## src/rtl/bresenham_ray_scheduler_if.sv

```systemverilog
`default_nettype none
// ============================================================================
//  Module   : bresenham_ray_scheduler_if
//  Brief    : Ray request / cell stream bundle for the Bresenham ray scheduler.
//             master = ray source + cell sink, slave = scheduler.
//  Revision : 1.0  initial release
// ============================================================================
interface bresenham_ray_scheduler_if #(
  parameter int COORD_W = 16,
  parameter int DELTA_W = 12
);
  // ray request channel
  logic               ray_valid;
  logic               ray_ready;
  logic [COORD_W-1:0] origin_x;
  logic [COORD_W-1:0] origin_y;
  logic [DELTA_W-1:0] dx;
  logic [DELTA_W-1:0] dy;
  logic               flip_x;
  logic               flip_y;
  logic               flip_identity;

  // cell output channel
  logic               cell_valid;
  logic               cell_ready;
  logic [COORD_W-1:0] cell_x;
  logic [COORD_W-1:0] cell_y;
  logic               cell_last;

  // status
  logic               bad_ray;

  modport master (
    output ray_valid, origin_x, origin_y, dx, dy, flip_x, flip_y, flip_identity,
    output cell_ready,
    input  ray_ready, cell_valid, cell_x, cell_y, cell_last, bad_ray
  );

  modport slave (
    input  ray_valid, origin_x, origin_y, dx, dy, flip_x, flip_y, flip_identity,
    input  cell_ready,
    output ray_ready, cell_valid, cell_x, cell_y, cell_last, bad_ray
  );
endinterface
`default_nettype wire

```

## src/rtl/bresenham_ray_scheduler.sv

```systemverilog
`default_nettype none
// ============================================================================
//  Module   : bresenham_ray_scheduler
//  Brief    : Walks one octant-0 Bresenham ray per request, one cell per
//             cycle, and maps each step back to the true octant before
//             streaming absolute map cells to the occupancy-grid updater.
//             COORD_W must be larger than DELTA_W.
//  Revision : 1.0  initial release
// ============================================================================
module bresenham_ray_scheduler #(
  parameter int COORD_W = 16,
  parameter int DELTA_W = 12
) (
  input  logic                        clk,
  input  logic                        rst,
  bresenham_ray_scheduler_if.slave    bus
);

  localparam int D_W = DELTA_W + 2;

  typedef enum logic [0:0] {
    IDLE = 1'b0,
    STEP = 1'b1
  } state_t;

  state_t state;
  state_t state_next;

  // latched ray description
  logic [COORD_W-1:0] org_x;
  logic [COORD_W-1:0] org_y;
  logic [DELTA_W-1:0] len_dx;
  logic [DELTA_W-1:0] len_dy;
  logic               neg_x;
  logic               neg_y;
  logic               swap_xy;

  // walk state
  logic [DELTA_W-1:0]    u;
  logic [DELTA_W-1:0]    v;
  logic signed [D_W-1:0] d;
  logic                  bad_pulse;

  logic                  accept;
  logic                  handshake;
  logic                  at_end;
  logic [DELTA_W-1:0]    dy_clamped;
  logic signed [D_W-1:0] d_init;
  logic signed [D_W-1:0] two_dy;
  logic signed [D_W-1:0] two_dx;
  logic                  d_positive;

  logic [DELTA_W-1:0] a_mag;
  logic [DELTA_W-1:0] b_mag;
  logic [COORD_W-1:0] a_ext;
  logic [COORD_W-1:0] b_ext;
  logic [COORD_W-1:0] a_off;
  logic [COORD_W-1:0] b_off;

  assign accept     = bus.ray_valid && (state == IDLE);
  assign handshake  = (state == STEP) && bus.cell_ready;
  assign at_end     = (u == len_dx);

  // A too-steep request is folded onto the diagonal rather than rejected.
  assign dy_clamped = (bus.dy > bus.dx) ? bus.dx : bus.dy;
  assign d_init     = $signed({1'b0, dy_clamped, 1'b0}) - $signed({2'b00, bus.dx});

  assign two_dy     = $signed({1'b0, len_dy, 1'b0});
  assign two_dx     = $signed({1'b0, len_dx, 1'b0});
  assign d_positive = !d[D_W-1] && (d != '0);

  // State register.
  always_ff @(posedge clk) begin
    if (rst) begin
      state <= IDLE;
    end else begin
      state <= state_next;
    end
  end

  // Next-state and handshake outputs, all decoded from the current state.
  always_comb begin
    state_next     = state;
    bus.ray_ready  = 1'b0;
    bus.cell_valid = 1'b0;
    bus.cell_last  = 1'b0;
    case (state)
      IDLE: begin
        bus.ray_ready = 1'b1;
        if (bus.ray_valid) begin
          state_next = STEP;
        end
      end
      STEP: begin
        bus.cell_valid = 1'b1;
        bus.cell_last  = at_end;
        if (bus.cell_ready && at_end) begin
          state_next = IDLE;
        end
      end
      default: begin
        state_next = IDLE;
      end
    endcase
  end

  // Ray latch and Bresenham walk: advance only on an accepted cell.
  always_ff @(posedge clk) begin
    if (rst) begin
      org_x     <= '0;
      org_y     <= '0;
      len_dx    <= '0;
      len_dy    <= '0;
      neg_x     <= 1'b0;
      neg_y     <= 1'b0;
      swap_xy   <= 1'b0;
      u         <= '0;
      v         <= '0;
      d         <= '0;
      bad_pulse <= 1'b0;
    end else begin
      bad_pulse <= accept && (bus.dy > bus.dx);
      if (accept) begin
        org_x   <= bus.origin_x;
        org_y   <= bus.origin_y;
        len_dx  <= bus.dx;
        len_dy  <= dy_clamped;
        neg_x   <= bus.flip_x;
        neg_y   <= bus.flip_y;
        swap_xy <= bus.flip_identity;
        u       <= '0;
        v       <= '0;
        d       <= d_init;
      end else if (handshake && !at_end) begin
        u <= u + 1'b1;
        if (d_positive) begin
          v <= v + 1'b1;
          d <= d + two_dy - two_dx;
        end else begin
          d <= d + two_dy;
        end
      end
    end
  end

  // Octant mapping: optional axis swap, then per-axis negation, then offset
  // from the origin with natural two's complement wrap.
  always_comb begin
    a_mag = swap_xy ? v : u;
    b_mag = swap_xy ? u : v;
    a_ext = {{(COORD_W-DELTA_W){1'b0}}, a_mag};
    b_ext = {{(COORD_W-DELTA_W){1'b0}}, b_mag};
    a_off = neg_x ? -a_ext : a_ext;
    b_off = neg_y ? -b_ext : b_ext;
    bus.cell_x  = org_x + a_off;
    bus.cell_y  = org_y + b_off;
    bus.bad_ray = bad_pulse;
  end

endmodule
`default_nettype wire

```

## src/flat_wrapper.sv

```systemverilog
// flat-port wrapper written by rule: the top's interface ports become plain ports
module bresenham_ray_scheduler_flat 
#(
  parameter int COORD_W = 16,
  parameter int DELTA_W = 12
)
  (clk, rst, bus_ray_valid, bus_origin_x, bus_origin_y, bus_dx, bus_dy, bus_flip_x, bus_flip_y, bus_flip_identity, bus_cell_ready, bus_ray_ready, bus_cell_valid, bus_cell_x, bus_cell_y, bus_cell_last, bus_bad_ray);
  bresenham_ray_scheduler_if #(.COORD_W(COORD_W), .DELTA_W(DELTA_W)) bus_i ();
  input  logic clk;
  input  logic rst;
  input wire logic [$bits(bus_i.ray_valid)-1:0] bus_ray_valid;
  input wire logic [$bits(bus_i.origin_x)-1:0] bus_origin_x;
  input wire logic [$bits(bus_i.origin_y)-1:0] bus_origin_y;
  input wire logic [$bits(bus_i.dx)-1:0] bus_dx;
  input wire logic [$bits(bus_i.dy)-1:0] bus_dy;
  input wire logic [$bits(bus_i.flip_x)-1:0] bus_flip_x;
  input wire logic [$bits(bus_i.flip_y)-1:0] bus_flip_y;
  input wire logic [$bits(bus_i.flip_identity)-1:0] bus_flip_identity;
  input wire logic [$bits(bus_i.cell_ready)-1:0] bus_cell_ready;
  output wire logic [$bits(bus_i.ray_ready)-1:0] bus_ray_ready;
  output wire logic [$bits(bus_i.cell_valid)-1:0] bus_cell_valid;
  output wire logic [$bits(bus_i.cell_x)-1:0] bus_cell_x;
  output wire logic [$bits(bus_i.cell_y)-1:0] bus_cell_y;
  output wire logic [$bits(bus_i.cell_last)-1:0] bus_cell_last;
  output wire logic [$bits(bus_i.bad_ray)-1:0] bus_bad_ray;
  assign bus_i.ray_valid = bus_ray_valid;
  assign bus_i.origin_x = bus_origin_x;
  assign bus_i.origin_y = bus_origin_y;
  assign bus_i.dx = bus_dx;
  assign bus_i.dy = bus_dy;
  assign bus_i.flip_x = bus_flip_x;
  assign bus_i.flip_y = bus_flip_y;
  assign bus_i.flip_identity = bus_flip_identity;
  assign bus_i.cell_ready = bus_cell_ready;
  assign bus_ray_ready = bus_i.ray_ready;
  assign bus_cell_valid = bus_i.cell_valid;
  assign bus_cell_x = bus_i.cell_x;
  assign bus_cell_y = bus_i.cell_y;
  assign bus_cell_last = bus_i.cell_last;
  assign bus_bad_ray = bus_i.bad_ray;
  bresenham_ray_scheduler #(.COORD_W(COORD_W), .DELTA_W(DELTA_W)) u_core (.clk(clk), .rst(rst), .bus(bus_i));
endmodule
```

## config.mk

```make
export PLATFORM = sky130hd
export DESIGN_NAME = bresenham_ray_scheduler_flat
export DESIGN_NICKNAME = d
export VERILOG_FILES = /design/src/rtl/bresenham_ray_scheduler_if.sv /design/src/rtl/bresenham_ray_scheduler.sv /design/src/flat_wrapper.sv
export SDC_FILE = /design/constraint.sdc
export NUM_CORES = 1
export LEC_CHECK = 0
export CORE_ASPECT_RATIO = 1.5
export CORE_MARGIN = 2
export CORE_UTILIZATION = 50
export CTS_CLUSTER_SIZE = 25
export DETAILED_ROUTE_END_ITERATION = 8
export DONT_BUFFER_PORTS = 1
export GPL_TIMING_DRIVEN = 0
export PLACE_DENSITY_LB_ADDON = 0.15
export SYNTH_ARGS = -nofsm -noshare
export SYNTH_HDL_FRONTEND = slang
export SYNTH_SLANG_ARGS = --single-unit
```

## constraint.sdc

```tcl
create_clock -name clk -period 4 [get_ports clk]
set_input_delay 0.6 -clock clk [delete_from_list [all_inputs] [get_ports clk]]
set_output_delay 0.6 -clock clk [all_outputs]
set_load 0.05 [all_outputs]
```

==> summary.txt, run 1 <==
Status
  – Status: finished, violations left
  – Failing checks: negative setup slack

Timing
  – Pins over their slew limit: 0
  – Hold WS: 0.346 ns
  – Final worst slack: -0.498 ns
  – Finish-stage setup viols: 16
  – RSZ-0062 raised after global routing: true
  – Actual slew at the worst max-slew pin: 1.36 ns
  – Max Clock Skew: 0.00896 ns
  – Fin crit share: 1.12
  – Max Clock Freq: 222 MHz
  – Relative slew slack: 0.0848
  – Min Tclk post-route: 4.50 ns
  – Final Hold Vio Count: 0

Placed design
  – Gp weighted congestion: 0.936
  – Post-detail-place hpwl: 20.0 mm
  – Placed instance area: 8820 sq um
  – Port bufs: 0

Synth
  – Flops & latches, synth: 99
  – Top FF cell, synth: dfxtp_1
  – Syn nets: 1243
  – Synth warnings: 0
  – Post-synth EDFFs: 0
  – Synthesized area per cell: 7.68 sq um
  – Number of distinct library cells after synthesis: 74
  – Synthesized area: 8400 sq um
  – Seq/Total Area, Yosys: 0.236
  – Synth async-reset ratio: 0
  – Syn Inst Count: 1094

Pwr
  – Lkg Pwr: 4.19 nW
  – Power per cell area: 355 nW/um^2
  – Peak supply drop: 0.000268 V
  – Total power: 3.67 mW

Final layout
  – Utilization after layout: 0.623
  – Area Growth Syn to Fin: 23.3%
  – Post-route cell area: 10400 sq um
  – Ant. Diodes: 0
  – Most frequent cells in the layout: 147 x nand2_1, 97 x dfxtp_1, 94 x a21oi_1
  – Commonest non-fill, non-tap cell in the layout: nand2_1
  – # fillers: 1477
  – Post-layout net count: 1297
  – Ratio of cells with drive above 1 in the final layout: 0.200

Global route
  – GRT Total Usage: 0.303
  – Congestion Overflow GR: 0
  – Largest net degree at the start of global routing: 18
  – First-pass GRT wire length: 41.6 mm
  – Number of global-route vias before repair: 8094
  – Initial antenna violation count: 0

Route
  – Drt pass-1 iters: 5
  – DRC Markers: 0
  – Wire length per cell: 19.8 microns
  – DRT Wirelength: 27.0 mm
  – Vias after detailed routing: 8199
  – Vias per std cell: 6.02
  – Initial DRC count: 406
  – Post-DRT Antenna Nets: 0

Floorplanning
  – Die Width: 110 microns
  – CORE AREA: 16600 sq um
  – Number of cell rows: 58
  – Die span in y: 163 microns
  – Initial core utilization: 0.505
  – Die area: 17900 sq um
  – I/O pin cnt: 99

Min path
  – Cells on Worst Hold Path: 1
  – Hold Path Class: in -> reg

CTS
  – CTS Buffer Depth: 2
  – Clk pin slew, worst setup/hold paths: 0.07 ns
  – Clock latency on the worst-skew pair: 0.37 ns
  – CTS Hold Bufs: 0
  – H-tree levels: 3
  – CTS tree: yes
  – Root buffer cell: clkbuf_16
  – Cts bufs inserted: 9
  – Sink Count: 99

Critical path
  – Critical path's top delay family: compound AO/OA/AOI/OAI gates
  – Most frequent cell on the critical path: buf_8
  – Crit Path Max Fanout: 7
  – Critical Path Max Stage Delay: 0.38 ns
  – CP startpoint kind: register
  – WP depth: 17
  – Crit path DAT: 3.90 ns
  – Cell Chain, Critical Path: buf_8 -> buf_8 -> buf_8 -> buf_12 -> mux2i_4 -> ha_2 -> nand2_2 -> or2_4 -> nand2_1 -> xnor2_1 -> ha_2 -> and3_1 -> a31oi_4 -> a21oi_2 -> a211o_1 -> a21oi_4 -> xor2_4
  – Crit. End Element: output port
  – Reg2reg path depth: 14
  – Worst path bufs/invs: 4
  – WP data required: 3.40 ns
  – Critical path type: reg -> out
  – Critical path's slowest cell: xor2_4

Flow run
  – Max Cap Viol: 0
-- metrics by stage --
| stage | setup slack (ns) | TNS, ns | std cells |
|---|---|---|---|
| 2_1_floorplan | -0.0782 | -0.135 | 1094 |
| 3_3_place_gp | -0.730 | -9.15 | 1304 |
| 3_5_place_dp | -0.731 | -9.79 | 1304 |
| 4_1_cts | -0.482 | -3.59 | 1349 |
| 5_1_grt | -0.635 | -6.31 | 1363 |
| 6_report | -0.498 | -3.96 | 1363 |
-- where the power goes --
group / total [mW] / switching, mW / internal [mW] / leakage, nW
clock network: 0.986 / 0.430 / 0.556 / 0.154
registers: 1.12 / 0.0682 / 1.05 / 0.811
logic: 1.57 / 0.953 / 0.617 / 3.23
-- layer usage --
layer | wire length (microns) | vias up | GRT usage
met3 | 1020 | 116 | 0.0444
met1 | 9750 | 3857 | 0.314
li1 | - | 3967 | -
met4 | 1840 | 0 | 0.173
met2 | 14400 | 259 | 0.562
met5 | 0 | - | 0
-- state kept, by name, indices dropped and copies added (netlist names) --
| name | flops |
|---|---|
| u_core.bus.bad_ray | 1 |
| u_core.len_dx | 12 |
| u_core.org_x | 16 |
| u_core.v | 12 |
| u_core.u | 12 |
| u_core.len_dy | 12 |
| u_core.neg_x | 1 |
| u_core.d | 14 |
| u_core.swap_xy | 1 |
| u_core.neg_y | 1 |
| u_core.state | 1 |
| u_core.org_y | 16 |
-- what timing repair did --
item / CTS / global route
endpoints found under the setup margin: 32 / 28
pin swaps: 48 / 60
gates resized for setup: 98 / 62
setup buffers: 29 / 14
-- cells in the mapped netlist, types with 3 or more instances --
| cell | count | area [sq um] |
|---|---|---|
| o2111ai_1 | 3 | 26.3 |
| nand2b_1 | 10 | 62.6 |
| fa_1 | 5 | 100 |
| nor2b_1 | 12 | 75.1 |
| a21o_1 | 11 | 82.6 |
| o21ai_0 | 46 | 230 |
| a31o_2 | 3 | 26.3 |
| buf_1 | 8 | 30.0 |
| mux2_2 | 13 | 146 |
| o31ai_1 | 7 | 52.6 |
| nand2_1 | 153 | 574 |
| or2_2 | 7 | 43.8 |
| nand3b_1 | 5 | 37.5 |
| and3_1 | 9 | 56.3 |
| buf_2 | 17 | 85.1 |
| dfxtp_1 | 99 | 1980 |
| nor3_1 | 42 | 210 |
| o31a_1 | 5 | 43.8 |
| a211o_1 | 6 | 52.6 |
| and2_1 | 5 | 31.3 |
| a21oi_1 | 115 | 576 |
| xnor2_1 | 63 | 552 |
| nor4_1 | 6 | 37.5 |
| o21ai_1 | 3 | 15.0 |
| ha_1 | 81 | 1010 |
| inv_1 | 54 | 203 |
| buf_4 | 4 | 30.0 |
| a211oi_1 | 13 | 97.6 |
| o21bai_1 | 3 | 22.5 |
| clkbuf_1 | 26 | 97.6 |
| nand4_1 | 13 | 81.3 |
| or3_1 | 10 | 62.6 |
| nor2_1 | 79 | 297 |
| nor3b_1 | 4 | 30.0 |
| o211ai_1 | 10 | 75.1 |
| xor2_1 | 37 | 324 |
| nand3_1 | 23 | 115 |
| a31oi_1 | 8 | 50.1 |
| mux2i_1 | 29 | 290 |
| o21a_1 | 5 | 37.5 |
-- kinds of logic (layout without fill, tap and decap cells) --
logic type      after synthesis  in the layout  synth area share
flops                        99             99             0.236
fa+ha+maj                    86             86             0.133
buf+inv                     110            169            0.0544
simple gates                390            390             0.217
xor+xnor                    101            101             0.106
compound gates              265            265             0.200
mux                          43             43            0.0536
-- final timing paths --
| path | start | end | slack [ns] |
|---|---|---|---|
| max reg2reg | u_core.d[2]$_SDFFE_PP0P_ | u_core.d[12]$_SDFFE_PP0P_ | 0.17 |
| min | bus_cell_ready | u_core.state$_SDFF_PP0_ | 0.35 |
| min reg2reg | u_core.org_y[3]$_SDFFE_PP0P_ | u_core.org_y[3]$_SDFFE_PP0P_ | 0.46 |
| max | u_core.swap_xy$_SDFFE_PP0P_ | bus_cell_y[15] | -0.50 |
-- layout make-up --
| class | count | area, sq um | area share |
|---|---|---|---|
| clock inverters | 6 | 93.8 | 0.00906 |
| multi-input cells | 885 | 6920 | 0.668 |
| flip-flops and latches | 99 | 1980 | 0.192 |
| plain buffers | 56 | 308 | 0.0297 |
| clock buffers | 10 | 229 | 0.0221 |
| well taps | 210 | 263 | 0.0254 |
| inverters | 54 | 203 | 0.0196 |
| repair buffers | 43 | 354 | 0.0342 |
(Power assumes the default switching activity.)
==> run 2: changes to the inputs <==
- CORE_UTILIZATION: 50 -> 56
==> summary.txt, run 2 (same netlist as run 1, synthesis figures left out) <==
Route
  – Vias after detailed routing: 8407 (+2.5%)
  – Wire length per cell: 20.3 microns (+2.4%)
  – DRC Markers: 0 (unchanged)
  – DRT Wirelength: 27.4 mm (+1.5%)
  – Initial DRC count: 473 (+17%)
  – Post-DRT Antenna Nets: 0 (unchanged)
  – Vias per std cell: 6.22 (+3.4%)
  – Drt pass-1 iters: 5 (unchanged)

Timing
  – Relative slew slack: 0.0907 (+0.00585)
  – Hold WS: 0.347 ns (+0.000380 ns)
  – Final Hold Vio Count: 0 (unchanged)
  – Max Clock Freq: 220 MHz (-0.83%)
  – Min Tclk post-route: 4.54 ns (+0.0376 ns)
  – Finish-stage setup viols: 18 (+2)
  – Max Clock Skew: 0.00947 ns (+0.000510 ns)
  – Fin crit share: 1.13 (+0.00940)
  – Final worst slack: -0.535 ns (-0.0376 ns)
  – Pins over their slew limit: 0 (unchanged)
  – Actual slew at the worst max-slew pin: 1.35 ns (-0.00870 ns)
  – Fin Setup TNS: -4.86 ns (-0.901 ns)
  – RSZ-0062 raised after global routing: true

Critical path
  – Critical path type: reg -> out
  – Crit. End Element: output port
  – Crit path DAT: 3.94 ns (+0.04 ns)
  – CP startpoint kind: register
  – Critical path's top delay family: compound AO/OA/AOI/OAI gates
  – Worst path bufs/invs: 2 (-2)
  – Crit Path Max Fanout: 10 (+3)
  – Critical Path Max Stage Delay: 0.49 ns (+0.11 ns)
  – Cell Chain, Critical Path: buf_4 -> buf_6 -> mux2i_1 -> o221a_2 -> o21ai_1 -> o21a_1 -> xnor2_1 -> ha_1 -> and3_4 -> a31oi_4 -> a21oi_4 -> mux2i_4 -> o2111ai_4
  – Critical path's slowest cell: ha_1
  – WP data required: 3.40 ns (about the same)

Pwr
  – Total power: 3.60 mW (-1.9%)
  – Peak supply drop: 0.000297 V (+11%)
  – Switching power total: 1.48 mW (+2.0%)
  – Combinational cell fraction of total power: 0.442 (+0.014)
  – Power per cell area: 348 nW/um^2 (-1.9%)
  – Reg power frac: 0.310 (+0.006)
  – Clk pwr share: 0.248 (-0.020)
  – Lkg Pwr: 4.19 nW (about the same)
  – P_int: 2.12 mW (-4.5%)
  – Switch share: 0.411 (+0.0159)

Final layout
  – Utilization after layout: 0.710 (+0.0865)
  – Ratio of cells with drive above 1 in the final layout: 0.207 (+0.00658)
  – # fillers: 1190 (-19%)
  – Most frequent cells in the layout: 144 x nand2_1, 98 x dfxtp_1, 97 x a21oi_1
  – Layout Cells excl Fill: 1351 (-0.88%)
  – Area Growth Syn to Fin: 23.3% (unchanged)
  – Top Registers: u_core.org_x (16), u_core.org_y (16), u_core.d (14)
  – Post-route cell area: 10400 sq um (unchanged)
  – Ant. Diodes: 0 (unchanged)
  – Commonest non-fill, non-tap cell in the layout: nand2_1
  – Post-layout net count: 1299 (+0.15%)

Global route
  – Initial antenna violation count: 0 (unchanged)
  – Largest net degree at the start of global routing: 19 (+1)
  – Number of global-route vias before repair: 8293 (+2.5%)
  – Congestion Overflow GR: 0 (unchanged)
  – GRT Total Usage: 0.324 (+0.0207)
  – First-pass GRT wire length: 41.2 mm (-0.90%)

Status
  – Failing checks: negative setup slack
  – Status: finished, violations left

CTS
  – Clk pin slew, worst setup/hold paths: 0.07 ns (about the same)
  – Sink Count: 99 (unchanged)
  – CTS Buffer Depth: 2 (unchanged)
  – Root buffer cell: clkbuf_16
  – Cts bufs inserted: 9 (unchanged)
  – CTS tree: yes
  – Clock latency on the worst-skew pair: 0.37 ns (about the same)
  – H-tree levels: 3 (unchanged)

Floorplanning
  – Die span in y: 154 microns (-5.4%)
  – I/O pin cnt: 99 (unchanged)
  – Die area: 16000 sq um (-10%)
  – Initial core utilization: 0.575 (+0.0701)
  – Number of cell rows: 54 (-6.9%)
  – CORE AREA: 14600 sq um (-12%)
  – Die Width: 104 microns (-5.3%)

Placed design
  – Gp weighted congestion: 0.939 (+0.33%)
  – Port bufs: 0 (unchanged)
  – Dpl cells: 1290 (-1.1%)
  – Placed instance area: 8800 sq um (-0.20%)
  – Post-detail-place hpwl: 19.4 mm (-3.0%)
  – DP Worst Slack: -0.672 ns (+0.0593 ns)

Flow run
  – Max Cap Viol: 0 (unchanged)

Min path
  – Hold Path Class: in -> reg
==> run 2: cell types whose count changed in the layout (fill, tap and decap cells not counted), sizes merged <==
cell / change
clkinv: +1
bufinv: -2
buf: +2
inv: +1
==> run 2: worst paths after layout <==
kind,slack [ns],end,start,depth (start not counted)
worst max register to register,0.14,u_core.d[12]$_SDFFE_PP0P_,u_core.d[2]$_SDFFE_PP0P_,14
worst min-delay path,0.35,u_core.state$_SDFF_PP0_,bus_cell_ready,1
worst max-delay path,-0.54,bus_cell_x[14],u_core.swap_xy$_SDFFE_PP0P_,13
worst min register to register,0.46,u_core.org_y[13]$_SDFFE_PP0P_,u_core.org_y[13]$_SDFFE_PP0P_,2
==> run 2: power by group through the flow <==
stage	clock (mW)	sequential, mW	combinational [mW]
after global placement	0	1.13	1.37
after floorplan	0	1.11	1.13
after global routing	0.932	1.12	1.72
after detailed placement	0	1.14	1.39
final	0.894	1.12	1.59
after CTS	0.899	1.11	1.48
==> run 2: worst reg2reg max path: cells and delay by family, from the launching register on <==
family,cells,cell delay (ns)
compound gates,7,2.18
xor+xnor,1,0.23
fa+ha+maj,2,0.60
buf+inv,1,0.11
flops,1,0.35
simple gates,3,0.29
==> run 2: cell type report <==
type,instances,area (sq um),share of cell area
buffer,56,307,0.0296
clock inverter,6,53.8,0.00519
timing repair buffer,45,372,0.0359
multi-input combinational,885,6960,0.672
inverter,54,203,0.0196
tap,196,245,0.0237
clock buffer,10,239,0.0231
sequential,99,1980,0.191
==> run 2: what timing repair did <==
| item | in CTS | in global routing |
|---|---|---|
| pin swaps | 38 | 50 |
| gates resized for setup | 100 | 69 |
| setup buffers | 28 | 18 |
| setup endpoints to repair | 31 | 29 |
| hold buffers | 0 | 0 |
==> run 2: metal layers <==
layer  routed length [microns]  vias up  track usage
met4                      1860        0        0.190
met1                      9520     3918        0.330
li1                          -     3973            -
met5                         0        -            0
met3                      1650      129       0.0500
met2                     14400      387        0.616
